**src/rtl/mips_run_controller.sv**
```systemverilog
// mips_run_controller: run/supervision controller for the 32-bit MIPS core.
// It holds the core in reset for RST_CYCLES after a start pulse, then enables
// it and counts RUN cycles. A run ends on the halt instruction word, a PC that
// stays unchanged for STALL_LIMIT cycles, or the MAX_CYCLES budget running out.
// abort returns the controller to IDLE from any state.
// Optional feature macro: MIPS_RUN_CTRL_PC_TRACE_EN (8-entry PC trace buffer).
`timescale 1ns/1ps

module mips_run_controller #(
   parameter int                 PC_W        = 32,
   parameter int                 INSTR_W     = 32,
   parameter int                 CNT_W       = 16,
   parameter int                 RST_CYCLES  = 4,
   parameter int                 MAX_CYCLES  = 25,
   parameter int                 STALL_LIMIT = 3,
   parameter logic [INSTR_W-1:0] HALT_INSTR  = 32'hFC00_0000
) (
   input  logic               clk,
   input  logic               rst,
   input  logic               start,
   input  logic               abort,
   input  logic [PC_W-1:0]    pc,
   input  logic [INSTR_W-1:0] instr,
`ifdef MIPS_RUN_CTRL_PC_TRACE_EN
   input  logic [2:0]         trace_idx,
   output logic [PC_W-1:0]    trace_pc,
`endif
   output logic               core_rst,
   output logic               core_en,
   output logic               running,
   output logic               done,
   output logic [1:0]         halt_reason,
   output logic [CNT_W-1:0]   cycle_count
);

   // Counter widths; a reset-length counter counts 0 .. RST_CYCLES-1.
   localparam int RST_W   = (RST_CYCLES > 1) ? $clog2(RST_CYCLES) : 1;
   localparam int STALL_W = (STALL_LIMIT > 0) ? $clog2(STALL_LIMIT + 1) : 1;

   localparam logic [1:0] REASON_NONE  = 2'b00;
   localparam logic [1:0] REASON_HALT  = 2'b01;
   localparam logic [1:0] REASON_STALL = 2'b10;
   localparam logic [1:0] REASON_TOUT  = 2'b11;

   typedef enum logic [1:0] {
      ST_IDLE  = 2'd0,
      ST_RESET = 2'd1,
      ST_RUN   = 2'd2,
      ST_DONE  = 2'd3
   } state_t;

   state_t             state_r, state_nxt_s;
   logic [RST_W-1:0]   rst_cnt_r, rst_cnt_nxt_s;
   logic [STALL_W-1:0] stall_r, stall_nxt_s, stall_inc_s;
   logic [PC_W-1:0]    prev_pc_r, prev_pc_nxt_s;
   logic [CNT_W-1:0]   cycle_count_r, cycle_nxt_s, cnt_inc_s;
   logic [1:0]         reason_r, reason_nxt_s;
   logic               core_rst_r, core_rst_nxt_s;
   logic               core_en_r, core_en_nxt_s;
   logic               running_r, running_nxt_s;
   logic               done_r, done_nxt_s;
   logic               same_pc_s;

   // Run-cycle increment and stall detection; the PC comparison is skipped on
   // the first RUN cycle (cycle_count still 0) because prev_pc is stale there.
   always_comb begin
      cnt_inc_s = cycle_count_r + CNT_W'(1);
      same_pc_s = (cycle_count_r != CNT_W'(0)) && (pc == prev_pc_r);
      if (same_pc_s) begin
         stall_inc_s = stall_r + STALL_W'(1);
      end else begin
         stall_inc_s = STALL_W'(0);
      end
   end

   // Next-state and next-value logic for the sequencing FSM and its counters.
   always_comb begin
      state_nxt_s   = state_r;
      rst_cnt_nxt_s = rst_cnt_r;
      stall_nxt_s   = stall_r;
      prev_pc_nxt_s = prev_pc_r;
      cycle_nxt_s   = cycle_count_r;
      reason_nxt_s  = reason_r;

      case (state_r)
         ST_IDLE, ST_DONE: begin
            if (start && !abort) begin
               state_nxt_s   = ST_RESET;
               rst_cnt_nxt_s = RST_W'(0);
               stall_nxt_s   = STALL_W'(0);
               cycle_nxt_s   = CNT_W'(0);
               reason_nxt_s  = REASON_NONE;
            end else begin
               state_nxt_s   = state_r;
            end
         end
         ST_RESET: begin
            if (rst_cnt_r == RST_W'(RST_CYCLES - 1)) begin
               state_nxt_s   = ST_RUN;
            end else begin
               rst_cnt_nxt_s = rst_cnt_r + RST_W'(1);
            end
         end
         ST_RUN: begin
            // The terminating cycle is counted as well.
            cycle_nxt_s   = cnt_inc_s;
            stall_nxt_s   = stall_inc_s;
            prev_pc_nxt_s = pc;
            if (instr == HALT_INSTR) begin
               state_nxt_s  = ST_DONE;
               reason_nxt_s = REASON_HALT;
            end else if (stall_inc_s == STALL_W'(STALL_LIMIT)) begin
               state_nxt_s  = ST_DONE;
               reason_nxt_s = REASON_STALL;
            end else if (cnt_inc_s == CNT_W'(MAX_CYCLES)) begin
               state_nxt_s  = ST_DONE;
               reason_nxt_s = REASON_TOUT;
            end else begin
               state_nxt_s  = ST_RUN;
            end
         end
         default: begin
            state_nxt_s = ST_IDLE;
         end
      endcase

      // abort wins over start and every halt condition; the cycle count keeps
      // whatever value the current cycle produced.
      if (abort) begin
         state_nxt_s  = ST_IDLE;
         reason_nxt_s = REASON_NONE;
      end else begin
         reason_nxt_s = reason_nxt_s;
      end
   end

   // Decode the registered control outputs from the next state so they line
   // up with the state register after each edge.
   always_comb begin
      core_rst_nxt_s = 1'b1;
      core_en_nxt_s  = 1'b0;
      running_nxt_s  = 1'b0;
      done_nxt_s     = 1'b0;
      case (state_nxt_s)
         ST_IDLE, ST_RESET: begin
            core_rst_nxt_s = 1'b1;
         end
         ST_RUN: begin
            core_rst_nxt_s = 1'b0;
            core_en_nxt_s  = 1'b1;
            running_nxt_s  = 1'b1;
         end
         ST_DONE: begin
            core_rst_nxt_s = 1'b0;
            done_nxt_s     = 1'b1;
         end
         default: begin
            core_rst_nxt_s = 1'b1;
         end
      endcase
   end

   // State, counters and registered outputs; reset is asynchronous.
   always_ff @(posedge clk or negedge rst) begin
      if (!rst) begin
         state_r       <= ST_IDLE;
         rst_cnt_r     <= RST_W'(0);
         stall_r       <= STALL_W'(0);
         prev_pc_r     <= PC_W'(0);
         cycle_count_r <= CNT_W'(0);
         reason_r      <= REASON_NONE;
         core_rst_r    <= 1'b1;
         core_en_r     <= 1'b0;
         running_r     <= 1'b0;
         done_r        <= 1'b0;
      end else begin
         state_r       <= state_nxt_s;
         rst_cnt_r     <= rst_cnt_nxt_s;
         stall_r       <= stall_nxt_s;
         prev_pc_r     <= prev_pc_nxt_s;
         cycle_count_r <= cycle_nxt_s;
         reason_r      <= reason_nxt_s;
         core_rst_r    <= core_rst_nxt_s;
         core_en_r     <= core_en_nxt_s;
         running_r     <= running_nxt_s;
         done_r        <= done_nxt_s;
      end
   end

   assign core_rst    = core_rst_r;
   assign core_en     = core_en_r;
   assign running     = running_r;
   assign done        = done_r;
   assign halt_reason = reason_r;
   assign cycle_count = cycle_count_r;

`ifdef MIPS_RUN_CTRL_PC_TRACE_EN
   logic [PC_W-1:0] trace_buf_r [8];
   logic [2:0]      trace_wp_r;
   logic [2:0]      trace_rd_s;
   logic            trace_clr_s;
   logic            trace_wr_s;

   // Trace control: clear on launch of a new run, capture on every RUN cycle.
   always_comb begin
      trace_clr_s = ((state_r == ST_IDLE) || (state_r == ST_DONE)) && start && !abort;
      trace_wr_s  = (state_r == ST_RUN);
   end

   // Ring buffer of recent PCs; the write pointer wraps 7 -> 0.
   always_ff @(posedge clk or negedge rst) begin
      if (!rst) begin
         trace_wp_r <= 3'd0;
         for (int i = 0; i < 8; i++) begin
            trace_buf_r[i] <= PC_W'(0);
         end
      end else if (trace_clr_s) begin
         trace_wp_r <= 3'd0;
         for (int i = 0; i < 8; i++) begin
            trace_buf_r[i] <= PC_W'(0);
         end
      end else if (trace_wr_s) begin
         trace_buf_r[trace_wp_r] <= pc;
         trace_wp_r              <= trace_wp_r + 3'd1;
      end else begin
         trace_wp_r <= trace_wp_r;
      end
   end

   // Combinational read; index 0 is the most recently written entry.
   always_comb begin
      trace_rd_s = trace_wp_r - 3'd1 - trace_idx;
      trace_pc   = trace_buf_r[trace_rd_s];
   end
`endif

endmodule

```
**config.mk**
```make
export PLATFORM = sky130hd
export DESIGN_NAME = mips_run_controller
export DESIGN_NICKNAME = d
export VERILOG_FILES = /design/src/rtl/mips_run_controller.sv
export SDC_FILE = /design/constraint.sdc
export NUM_CORES = 1
export LEC_CHECK = 0
export ABC_AREA = 1
export CORE_MARGIN = 5
export CORE_UTILIZATION = 40
export CTS_BUF_LIST = sky130_fd_sc_hd__clkbuf_4 sky130_fd_sc_hd__clkbuf_8 sky130_fd_sc_hd__clkbuf_16
export CTS_CLUSTER_DIAMETER = 60
export DETAILED_ROUTE_END_ITERATION = 7
export GPL_ROUTABILITY_DRIVEN = 0
export PLACE_DENSITY_LB_ADDON = 0.12
export SYNTH_ARGS = -nofsm -noshare
export SYNTH_HDL_FRONTEND = slang
export SYNTH_SLANG_ARGS = --single-unit
```
**constraint.sdc**
```tcl
create_clock -name clk -period 2.3 [get_ports clk]
set_clock_uncertainty 0.15 [all_clocks]
set_input_delay 0.69 -clock clk [delete_from_list [all_inputs] [get_ports clk]]
set_output_delay 0.69 -clock clk [all_outputs]
set_load 0.01 [all_outputs]
```
== Yosys cells after proc, flatten, opt, wreduce, memory -nomap -nowiden ==
Index checks and enable logic that the tools add are counted.

* Output and inout bits: 22
* Logic and storage cells: 64
* Register bits: 59

* Add/subtract/negate cells: 3
* Equal/unequal tests: 15
* Reductions and logical operators: 15
* Multiplexer cells: 22

{| class="wikitable"
|+ Operators with widths
! operator !! count
|-
| 32-bit == test || 1
|-
| 32-bit == test, second input constant || 1
|-
| 16-bit case mux with 2 select lines || 1
|-
| 2-bit two-way mux || 10
|-
| 16-bit by 1-bit adder with 16-bit output, second input constant || 1
|-
| 16-bit by 5-bit == test with 1-bit output, second input constant || 1
|-
| 16-bit two-way mux || 1
|-
| 16-bit nonzero test || 1
|-
| 2-bit == test, second input constant || 6
|-
| 2-bit case mux with 2 select lines || 3
|-
| 2-bit case mux with 3 select lines || 1
|-
| 3-bit AND reduction || 2
|-
| 2-bit OR reduction || 3
|-
| 1-bit two-way mux || 5
|-
| 5-bit != test, second input constant || 1
|-
| 2-bit by 1-bit adder with 2-bit output, second input constant || 2
|-
| 2-bit by 1-bit == test with 1-bit output, second input constant || 2
|-
| 2-bit logical NOT || 2
|-
| 2-bit != test, second input constant || 2
|-
| 2-bit nonzero test || 2
|-
| 3-bit != test, second input constant || 1
|-
| 3-bit nonzero test || 1
|-
| 1-bit logical AND || 2
|-
| 1-bit case mux with 2 select lines || 1
|-
| other kinds (2) || 2
|}

== Depth between registers and ports, before layout ==
Gate-level depths: netlist of the first run.

* Depth after elaboration: 11
* Mapped depth: 16

== Worst setup path before layout of the first run ==
No wires, ideal clock.

* Kind: input to register
* Start: input port instr[19]
* End: register reason_r[0], in the netlist halt_reason[0]
* Buffers on the path: 0
* Stages on the path: 11
* Path slack: 0.258 ns
* Arrival: 1.776 ns
* Setup time: 0.117 ns
* Data required time: 2.033 ns
* Cell sequence: or2_2 nor4_1 nand2_1 nor2_1 inv_1 nand3_2 nand2_2 nand2_2 nand2_2 nand2_1 nand2_1

* Cells in the longest elaborated chain, start to end: 4
* Elaborated cells on any way between the ends: 6

{| class="wikitable"
|+ RTL lines
! item !! line !! text
|-
| start: declaration || 23 || <nowiki>input logic [INSTR_W-1:0] instr,</nowiki>
|-
| 32-bit == test (*) || 109 || <nowiki>if (instr == HALT_INSTR) begin</nowiki>
|-
| 2-bit two-way mux || 109 ||
|-
| 2-bit case mux with 2 select lines || 85 || <nowiki>case (state_r)</nowiki>
|-
| 2-bit two-way mux || 129 || <nowiki>if (abort) begin</nowiki>
|-
| end signal: assignment || 182 || <nowiki>reason_r <= reason_nxt_s;</nowiki>
|-
| end: declaration || 57 || <nowiki>logic [1:0] reason_r, reason_nxt_s;</nowiki>
|}

Every way passes the cells marked *; elsewhere a longest branch is shown, timed or not.
A chain may end at the register's enable or synchronous reset.

== Worst setup path in the final report of the first run ==
* Start: register cycle_count_r[3], in the netlist cycle_count[3]
* End: output port cycle_count[3]

{| class="wikitable"
|+ RTL lines
! item !! line !! text
|-
| start: declaration || 56 || <nowiki>logic [CNT_W-1:0] cycle_count_r, cycle_nxt_s, cnt_inc_s;</nowiki>
|-
| start signal: assignment || 181 || <nowiki>cycle_count_r <= cycle_nxt_s;</nowiki>
|-
| end: declaration || 33 || <nowiki>output logic [CNT_W-1:0] cycle_count</nowiki>
|}

No word-level cell between the ends.

==> results of run 1 <==
## layer usage
| layer | GRT usage, % | routed length (um) | up-vias |
|---|---|---|---|
| met5 | 0 | 0 | - |
| met4 | 5.73 | 115 | 0 |
| met3 | 4.55 | 476 | 13 |
| met2 | 29.6 | 4190 | 71 |
| met1 | 20.7 | 3500 | 1465 |
| li1 | - | - | 1647 |
## state kept, by name, indices dropped and copies added, names as in the netlist
signal       flops
cycle_count     16
prev_pc_r       32
running          1
done             1
rst_cnt_r        2
state_r          2
stall_r          2
halt_reason      2
core_rst         1
## power by group
part           switching (uW)  total (uW)  internal (uW)
logic                     259         577            318
registers                 118        1330           1210
clock network             438         889            451
## Yosys cell counts
cell type | number | share of area [%]
dfrtp_1 | 58 | 43
nor4_1 | 4 | 0.74
nand2_1 | 176 | 20
inv_2 | 1 | 0.11
a21boi_0 | 1 | 0.22
buf_4 | 1 | 0.22
a21oi_2 | 1 | 0.26
buf_1 | 1 | 0.11
o31ai_1 | 1 | 0.22
or2_2 | 1 | 0.19
o22ai_1 | 10 | 1.9
nand2_2 | 4 | 0.74
dfstp_2 | 1 | 0.78
nand4_1 | 14 | 2.6
nor3_1 | 2 | 0.30
nor2_2 | 3 | 0.56
nand3_1 | 20 | 3.0
mux2i_1 | 1 | 0.30
nor2_1 | 41 | 4.6
inv_1 | 39 | 4.4
clkbuf_1 | 7 | 0.78
ha_1 | 5 | 1.9
xnor2_1 | 25 | 6.5
nand3_2 | 4 | 1.2
o21ai_0 | 18 | 2.7
nor2_4 | 2 | 0.67
xor2_1 | 4 | 1.0
a21oi_1 | 6 | 0.89
o21ai_1 | 1 | 0.15
nand3b_1 | 1 | 0.22
## cells in the final DEF (no fill, tap or decap), types with 3 or more instances in the layout
cell and instances:
nor4_1 3, clkbuf_8 11, o22ai_1 10, clkinvlp_4 3, nand4_1 14, nand3_2 4, nand2_1 176, nor2_4 4
clkdlybuf4s50_1 74, inv_1 39, nor2_2 5, nand2_2 4, xor2_1 4, nand3_1 20, xnor2_1 24, ha_1 4
a21oi_1 6, buf_4 11, o21ai_0 17, dlymetal6s2s_1 14, dfrtp_2 4, dfrtp_1 54, nor2_1 37
## area by class of cell
class	instances	share of cell area [%]
clock buffers	11	3.20
clock inverters	5	0.767
inverters	40	3.18
multi-input cells	345	37.1
flip-flops and latches	59	31.4
well taps	105	2.78
repair buffers	101	21.6
## worst paths after layout
check / start / end / slack, ps
min in group clk: halt_reason[0] / halt_reason[0] / 330
max in group asynchronous: rst / core_rst / 1510
setup reg to reg: cycle_count[0] / halt_reason[1] / 190
hold reg to reg: halt_reason[0] / halt_reason[0] / 330
setup / recovery: cycle_count[3] / cycle_count[3] / 80
hold / removal: rst / cycle_count[4] / 190
## metrics by stage
step	setup TNS, ps	hold slack (ps)	cells	utilization (%)
floorplan	0	244	453	-
global placement	-1350	323	648	53.9
detailed placement	-1770	321	648	53.9
CTS	0	204	664	56.2
global route	0	229	666	57.5
finish	0	189	666	57.5
## kinds of logic (layout without fill, tap and decap cells)
group                    after synthesis  in the layout  share of synthesized area (%)
AO/OA/AOI/OAI                         38             38                           6.29
buffers and inverters                 49            157                           5.58
AND/OR/NAND/NOR                      272            272                           34.4
flip-flops                            59             59                           44.0
multiplexers                           1              1                          0.298
adder cells (fa/ha/maj)                5              5                           1.86
XOR/XNOR                              29             29                           7.56
## repair_timing
| item | 4_1_cts | 5_1_grt |
|---|---|---|
| endpoints found under the setup margin | 1 | 6 |
| gates cloned | 0 | 0 |
| resized for setup | 1 | 30 |
| setup buffers | 0 | 2 |
| pin swaps | 0 | 10 |
==> summary.md, run 1 <==
| Metric | Value |
|---|---|
| ANT nets after route | 0 |
| Worst reg2reg path depth | 14 |
| Buffers and inverters on the worst path | 1 |
| Diodes inserted | 0 |
| DR pass1 iterations | 4 |
| Clock slew at reported path FFs | 70 ps |
| CP Class | flop to output pin |
| Die area | 10300 um2 |
| Yosys warning count | 0 |
| Final WS setup | 82.1 ps |
| P&R area growth vs syn | 40.7% |
| Avg Inst Size Synth | 7.42 um2 |
| # setup viols final | 0 |
| Fillers | 787 |
| Synthesized cell area | 3360 um2 |
| CTS sink count | 59 |
| Synthesized flop and latch total | 59 |
| # rows | 33 |
| Min-delay worst type | input port to asynchronous set/reset pin |
| Worst-path cell chain | clkdlybuf4s50_1 |
| Outcome | complete, no violations |
| Multi-input gate area | 1750 um2 |
| Synth unique cells | 30 |
| Final period util | 96.4% |
| Power Density | 591 nW/um2 |
| Final Hold Vio Count | 0 |
| Worst slew margin | 75.4% |
| Worst path depth | 1 |
| Number of max-cap violations | 0 |
| Initial drt markers | 107 |
| Critical path's slowest cell | clkdlybuf4s50_1 |
| Total chip power | 2800 uW |
| Initial Util | 40.9% |
| Worst setup SP type | flop |
| Cts hold-fix bufs | 0 |
| First-pass GRT wire length | 14000 um |
| Syn nets | 526 |
| Arrival time worst endpoint | 1380 ps |
| Crit path capture type | output pin |
| Cell family with most CP delay | buffers and inverters |
| Largest net degree at the start of global routing | 60 |
| Worst-skew pair later-pin latency | 340 ps |
| Critical Path RT | 1460 ps |
| DIE HEIGHT | 102 um |
| Initial antenna violation count | 0 |
| TritonCTS clock tree | done |
| Remaining Overflow, GRT | 0 |
| Clock Path Buffers | 2 |
| IO Pins | 90 |
| Die Wd | 102 um |
| Net count, final | 629 |
| Maximum VDD drop | 0.000390 V |
| Core Footprint | 8220 um2 |
| Post-DP Area | 4430 um2 |
| Slowest stage delay, CP | 590 ps |
| RSZ-0062 raised after global routing | no |
| Final Max Slew Viols | 0 |
| Sequential fraction of the synthesis area | 44.0% |
| CP Max Fanout | 6 |
| Routed len/inst | 12.4 um |
| Vias in the first global route | 3078 |
| Remaining DRCs | 0 |
| Vias | 3196 |
| Register area | 1480 um2 |
| IO Port Bufs | 89 |
| Htree depth | 3 |
| Max frequency | 0.451 GHz |
| Fin area | 4730 um2 |
| Dpl hpwl | 6130 um |
| Tot GR Track Use | 17.1% |
| Layout cells sized above 1 | 10.2% |
| Clock root cell | clkbuf_8 |
| Pleak | 0.00222 uW |
| Minimum clock period | 2220 ps |
| Avg Vias per Cell | 4.80 |
| Worst-margin pin slew | 366 ps |
| Num CTS Buffers | 9 |
| Synth Instances | 453 |
| Routed wire length | 8280 um |
| Worst Setup Slack post-DPL | -373 ps |
Power figures use the tool's default switching activity.
==> run 2: changes to the inputs <==
- clock period: 2.3 -> 2.1 ns (I/O delays scaled with it)
==> summary.md, run 2 (synthesized netlist as in run 1, its figures left out) <==
| Metric | Value |
|---|---|
| Avg Vias per Cell | 4.81 (+0.15%) |
| ANT nets after route | 0 (unchanged) |
| Final period util | 97.5% |
| TritonCTS clock tree | done |
| Max frequency | 0.488 GHz |
| Diodes inserted | 0 (unchanged) |
| Dpl hpwl | 6100 um (-0.41%) |
| CP Class | flop to output pin |
| Remaining Overflow, GRT | 0 (unchanged) |
| Post-DP Area | 4470 um2 (+0.85%) |
| DR pass1 iterations | 4 (unchanged) |
| Remaining DRCs | 0 (unchanged) |
| CP Max Fanout | 4 (-2) |
| Initial Util | 40.9% (unchanged) |
| Number of max-cap violations | 0 (unchanged) |
| Clock root cell | clkbuf_8 |
| # setup viols final | 0 (unchanged) |
| Slowest stage delay, CP | 550 ps (-40 ps) |
| Htree depth | 3 (unchanged) |
| Post-Place Cells | 653 (+0.77%) |
| Vias in the first global route | 3335 (+8.3%) |
| Worst-margin pin slew | 344 ps (-21.9 ps) |
| Largest net degree at the start of global routing | 60 (unchanged) |
| Initial antenna violation count | 0 (unchanged) |
| Cell family with most CP delay | buffers and inverters |
| Critical path's slowest cell | clkdlybuf4s50_1 |
| Outcome | complete, no violations |
| Routed len/inst | 12.3 um (-1.4%) |
| Minimum clock period | 2050 ps |
| Die Wd | 102 um (unchanged) |
| Clock Path Buffers | 2 (unchanged) |
| # rows | 33 (unchanged) |
| IO Port Bufs | 89 (unchanged) |
| Min-delay worst type | input port to asynchronous set/reset pin |
| Layout cells sized above 1 | 13.1% (+3.0 points) |
| Clock slew at reported path FFs | 70 ps (about the same) |
| Top reg by flops | prev_pc_r |
| Cts hold-fix bufs | 0 (unchanged) |
| Vias | 3249 (+1.7%) |
| Worst-path cell chain | clkdlybuf4s50_1 |
| Pleak | 0.00233 uW (+5.1%) |
| Maximum VDD drop | 0.000478 V (+23%) |
| Net count, final | 639 (+1.6%) |
| Worst-skew pair later-pin latency | 330 ps (about the same) |
| Arrival time worst endpoint | 1270 ps (-110 ps) |
| RSZ-0062 raised after global routing | yes |
| Critical Path RT | 1320 ps (-140 ps) |
| Buffers and inverters on the worst path | 1 (unchanged) |
| Final Hold Vio Count | 0 (unchanged) |
| Largest register FFs | 32 (unchanged) |
| Fin area | 4840 um2 (+2.5%) |
| Most frequent cells in the layout | 175 x nand2_1, 57 x clkdlybuf4s50_1, 52 x dfrtp_1, 37 x nor2_1, 36 x inv_1 |
| CTS sink count | 59 (unchanged) |
| Die area | 10300 um2 (unchanged) |
| Initial drt markers | 88 (-18%) |
| Worst setup SP type | flop |
| Commonest non-fill, non-tap cell in the layout | nand2_1 |
| Core Footprint | 8220 um2 (unchanged) |
| IO Pins | 90 (unchanged) |
| Post-Layout Cell Count | 676 (+1.5%) |
| DIE HEIGHT | 102 um (unchanged) |
| First-pass GRT wire length | 14300 um (+2.0%) |
| Tot GR Track Use | 17.2% (+0.019 points) |
| Crit path capture type | output pin |
| Num CTS Buffers | 9 (unchanged) |
| Final Max Slew Viols | 0 (unchanged) |
| Power Density | 679 nW/um2 (+15%) |
| Routed wire length | 8290 um (+0.11%) |
| Worst slew margin | 76.9% (+1.5 points) |
| P&R area growth vs syn | 44.2% |
## run 2: worst register-to-register path, delay by kind of cell, from the launching register on
family        cells  cell delay (ps)
simple gates     13             1170
flops             1              430
fa+ha+maj         1              190
## run 2: final cells by class
| cell class | count | area (um2) |
|---|---|---|
| Tap cell | 105 | 131 |
| Inverter | 40 | 150 |
| Multi-Input combinational cell | 345 | 1770 |
| Clock buffer | 12 | 159 |
| Fill cell | 774 | 3370 |
| Clock inverter | 4 | 72.6 |
| Timing Repair Buffer | 111 | 1070 |
| Sequential cell | 59 | 1490 |
## run 2: repair_timing
item	in CTS	in global routing
hold endpoints to repair	0	0
pin swaps	7	18
setup endpoints to repair	18	24
gates resized for setup	30	27
setup buffers	5	2
## run 2: worst paths after layout
check	from	endpoint	slack (ps)	cells past startpoint
max reg2reg	cycle_count[1]	halt_reason[0]	60	14
min in group clk	halt_reason[1]	halt_reason[1]	340	2
min	rst	cycle_count[6]	140	2
max	cycle_count[14]	cycle_count[14]	50	1
max in group asynchronous	rst	core_rst	1340	2
min reg2reg	halt_reason[1]	halt_reason[1]	340	2
## run 2: per-layer routing
layer	up-vias	global-route usage (%)	share of wire, %	wire [um]
met5	-	0	0	0
met2	75	29.5	49	4060
met4	0	6.95	2.0	168
met3	12	2.75	4.6	382
met1	1493	21.4	44	3680
li1	1669	-	-	-
## run 2: per-stage QoR
stage          utilization (%)  TNS [ps]  hold slack [ps]  power (uW)  worst slack [ps]
6_report                  59.0         0              144        3290              52.3
5_1_grt                   59.0      -298              173        3500              -104
4_1_cts                   57.7     -2.68              155        3320             -2.68
3_5_place_dp              54.3     -4480              329        2120              -547
3_3_place_gp              54.3     -4400              324        2090              -459
2_1_floorplan                -         0              184        1850               118
## run 2: power breakdown
part	internal [uW]	switching, uW
clock network	745	463
registers	1330	127
logic	340	289
==> run 3: changes to the inputs <==
--- a/constraint.sdc
+++ b/constraint.sdc
@@ -4,2 +4,2 @@
 set_output_delay 0.63 -clock clk [all_outputs]
-set_load 0.01 [all_outputs]
+set_load 0.05 [all_outputs]
==> summary.md, run 3 (synthesized netlist as in run 1, its figures left out) <==
| Metric | Value |
|---|---|
| Outcome | complete, no violations |
| Final setup TNS | 0 ps (unchanged) |
| Vias in the first global route | 3141 (-5.8%) |
| CP Class | input port to flop |
| Slowest stage delay, CP | 430 ps (-120 ps) |
| Worst slew margin | 74.9% (-1.9 points) |
| Vias | 3280 (+0.95%) |
| Final period util | 96.7% (-0.76 points) |
| Multi-input gate area | 1790 um2 (+0.99%) |
| Clk pwr share | 31.4% (-5.3 points) |
| Fin area | 4990 um2 (+2.9%) |
| Sequential Power Share | 47.6% (+3.4 points) |
| Arrival time worst endpoint | 2110 ps (+840 ps) |
| Routed wire length | 8340 um (+0.52%) |
| Top reg by flops | prev_pc_r |
| Core Footprint | 8220 um2 (unchanged) |
| Initial antenna violation count | 0 (unchanged) |
| Remaining DRCs | 0 (unchanged) |
| Dpl hpwl | 6160 um (+0.86%) |
| Remaining Overflow, GRT | 0 (unchanged) |
| Die area | 10300 um2 (unchanged) |
| Min-delay worst type | input port to asynchronous set/reset pin |
| Critical path's slowest cell | clkdlybuf4s50_1 |
| Minimum clock period | 2030 ps (-16.0 ps) |
| Die Wd | 102 um (unchanged) |
| Buffers and inverters on the worst path | 2 (+1) |
| CP Max Fanout | 3 (-1) |
| DR pass1 iterations | 4 (unchanged) |
| Num CTS Buffers | 9 (unchanged) |
| Worst-margin pin slew | 373 ps (+28.5 ps) |
| Commonest non-fill, non-tap cell in the layout | nand2_1 |
| Tot GR Track Use | 16.5% (-0.63 points) |
| Most frequent cells in the layout | 175 x nand2_1, 50 x dfrtp_1, 35 x inv_1, 35 x nor2_1, 33 x clkdlybuf4s50_1 |
| RSZ-0062 raised after global routing | yes |
| Fillers | 744 (-3.9%) |
| Cts hold-fix bufs | 0 (unchanged) |
| Max frequency | 0.492 GHz (+0.79%) |
| Power Internal | 2190 uW (-9.3%) |
| Worst-skew pair later-pin latency | 340 ps (about the same) |
| Final Hold Vio Count | 0 (unchanged) |
| P&R area growth vs syn | 48.4% |
| Post-DP Area | 4630 um2 (+3.7%) |
| CP most frequent cell | nand2_2 |
| Cell family with most CP delay | simple AND/OR/NAND/NOR gates |
| Power Density | 613 nW/um2 (-9.7%) |
| # rows | 33 (unchanged) |
| DIE HEIGHT | 102 um (unchanged) |
| Initial drt markers | 106 (+20%) |
| Layout cells sized above 1 | 17.9% (+4.8 points) |
| Worst setup SP type | input port |
| Critical Path RT | 2180 ps (+860 ps) |
| Avg Vias per Cell | 4.86 (+1.1%) |
| Maximum VDD drop | 0.000537 V (+12%) |
| CTS sink count | 59 (unchanged) |
| Pleak | 0.00243 uW (+4.4%) |
| Htree depth | 3 (unchanged) |
| NetSw | 869 uW (-1.0%) |
| Clock slew at reported path FFs | 70 ps (about the same) |
| Comb pwr share | 21.0% (+1.9 points) |
| Routed len/inst | 12.3 um (+0.67%) |
| Worst-path cell chain | clkdlybuf4s50_1 -> nor4_2 -> nand3b_1 -> nor2_4 -> inv_2 -> nand3_2 -> nand2_2 -> nand2_2 -> nand2_2 -> nand2_1 -> nand2_1 |
| Largest net degree at the start of global routing | 60 (unchanged) |
| Net Sw Frac | 28.4% (+1.7 points) |
| ANT nets after route | 0 (unchanged) |
| TritonCTS clock tree | done |
| Clock root cell | clkbuf_8 |
| IO Port Bufs | 89 (unchanged) |
| Largest register FFs | 32 (unchanged) |
| Final Max Slew Viols | 0 (unchanged) |
| Net count, final | 638 (-0.16%) |
| Clock Path Buffers | 2 (unchanged) |
| Initial Util | 40.9% (unchanged) |
| # setup viols final | 0 (unchanged) |
| Register area | 1490 um2 (+0.17%) |
| First-pass GRT wire length | 13800 um (-3.7%) |
| Number of max-cap violations | 0 (unchanged) |
| Diodes inserted | 0 (unchanged) |
| IO Pins | 90 (unchanged) |
| Crit path capture type | flop |
[run 3: changes by cell type in the layout (fill, tap and decap cells not counted), moves of 6 or more]
cell,previous run,this run
clkdlybuf4s50_1,57,33
buf_12,1,17
dlymetal6s2s_1,12,22
dlygate4sd2_1,19,11
buf_4,20,26
[run 3: power groups by stage]
stage | sequential (uW) | clock (uW) | combinational (uW)
floorplan | 1450 | 0 | 396
global placement | 1460 | 0 | 635
detailed placement | 1470 | 0 | 657
CTS | 1460 | 973 | 653
global route | 1480 | 1030 | 732
finish | 1460 | 960 | 641
[run 3: repair_timing]
| item | CTS | global route |
|---|---|---|
| resized for setup | 19 | 40 |
| buffers inserted | 3 | 3 |
| pin swaps | 8 | 21 |
| endpoints found under the setup margin | 7 | 13 |
| gates cloned | 0 | 0 |
[run 3: per-stage QoR]
step | total power (uW) | utilization, % | worst slack, ps | hold WS (ps) | std cells
4_1_cts | 3080 | 59.0 | 1.76 | 155 | 672
5_1_grt | 3240 | 60.7 | -48.2 | 159 | 675
2_1_floorplan | 1850 | - | 5.78 | 184 | 453
3_5_place_dp | 2130 | 56.4 | -543 | 329 | 653
6_report | 3060 | 60.7 | 68.3 | 130 | 675
3_3_place_gp | 2100 | 56.4 | -454 | 324 | 653
[run 3: worst paths after layout]
check | start | to | slack (ps) | cells after the start
setup / recovery | instr[1] | halt_reason[0] | 70 | 11
hold / removal | rst | cycle_count[6] | 130 | 2
min in group clk | prev_pc_r[27] | prev_pc_r[27] | 340 | 2
max in group asynchronous | rst | cycle_count[0] | 1360 | 2
hold reg to reg | prev_pc_r[27] | prev_pc_r[27] | 340 | 2
setup reg to reg | cycle_count[3] | halt_reason[0] | 110 | 13
[run 3: per-layer routing]
layer / track usage, % / share of wire (%)
met5: 0 / 0
met1: 20.7 / 43
met3: 3.44 / 5.4
met4: 6.54 / 1.8
met2: 27.8 / 50
[run 3: cell type report]
class                           count  area share (%)
Sequential cell                    59            29.8
Tap cell                          105            2.63
Inverter                           40            3.06
Clock buffer                       13            3.34
Clock inverter                      3           0.301
Timing Repair Buffer              110            24.9
Multi-Input combinational cell    345            35.9
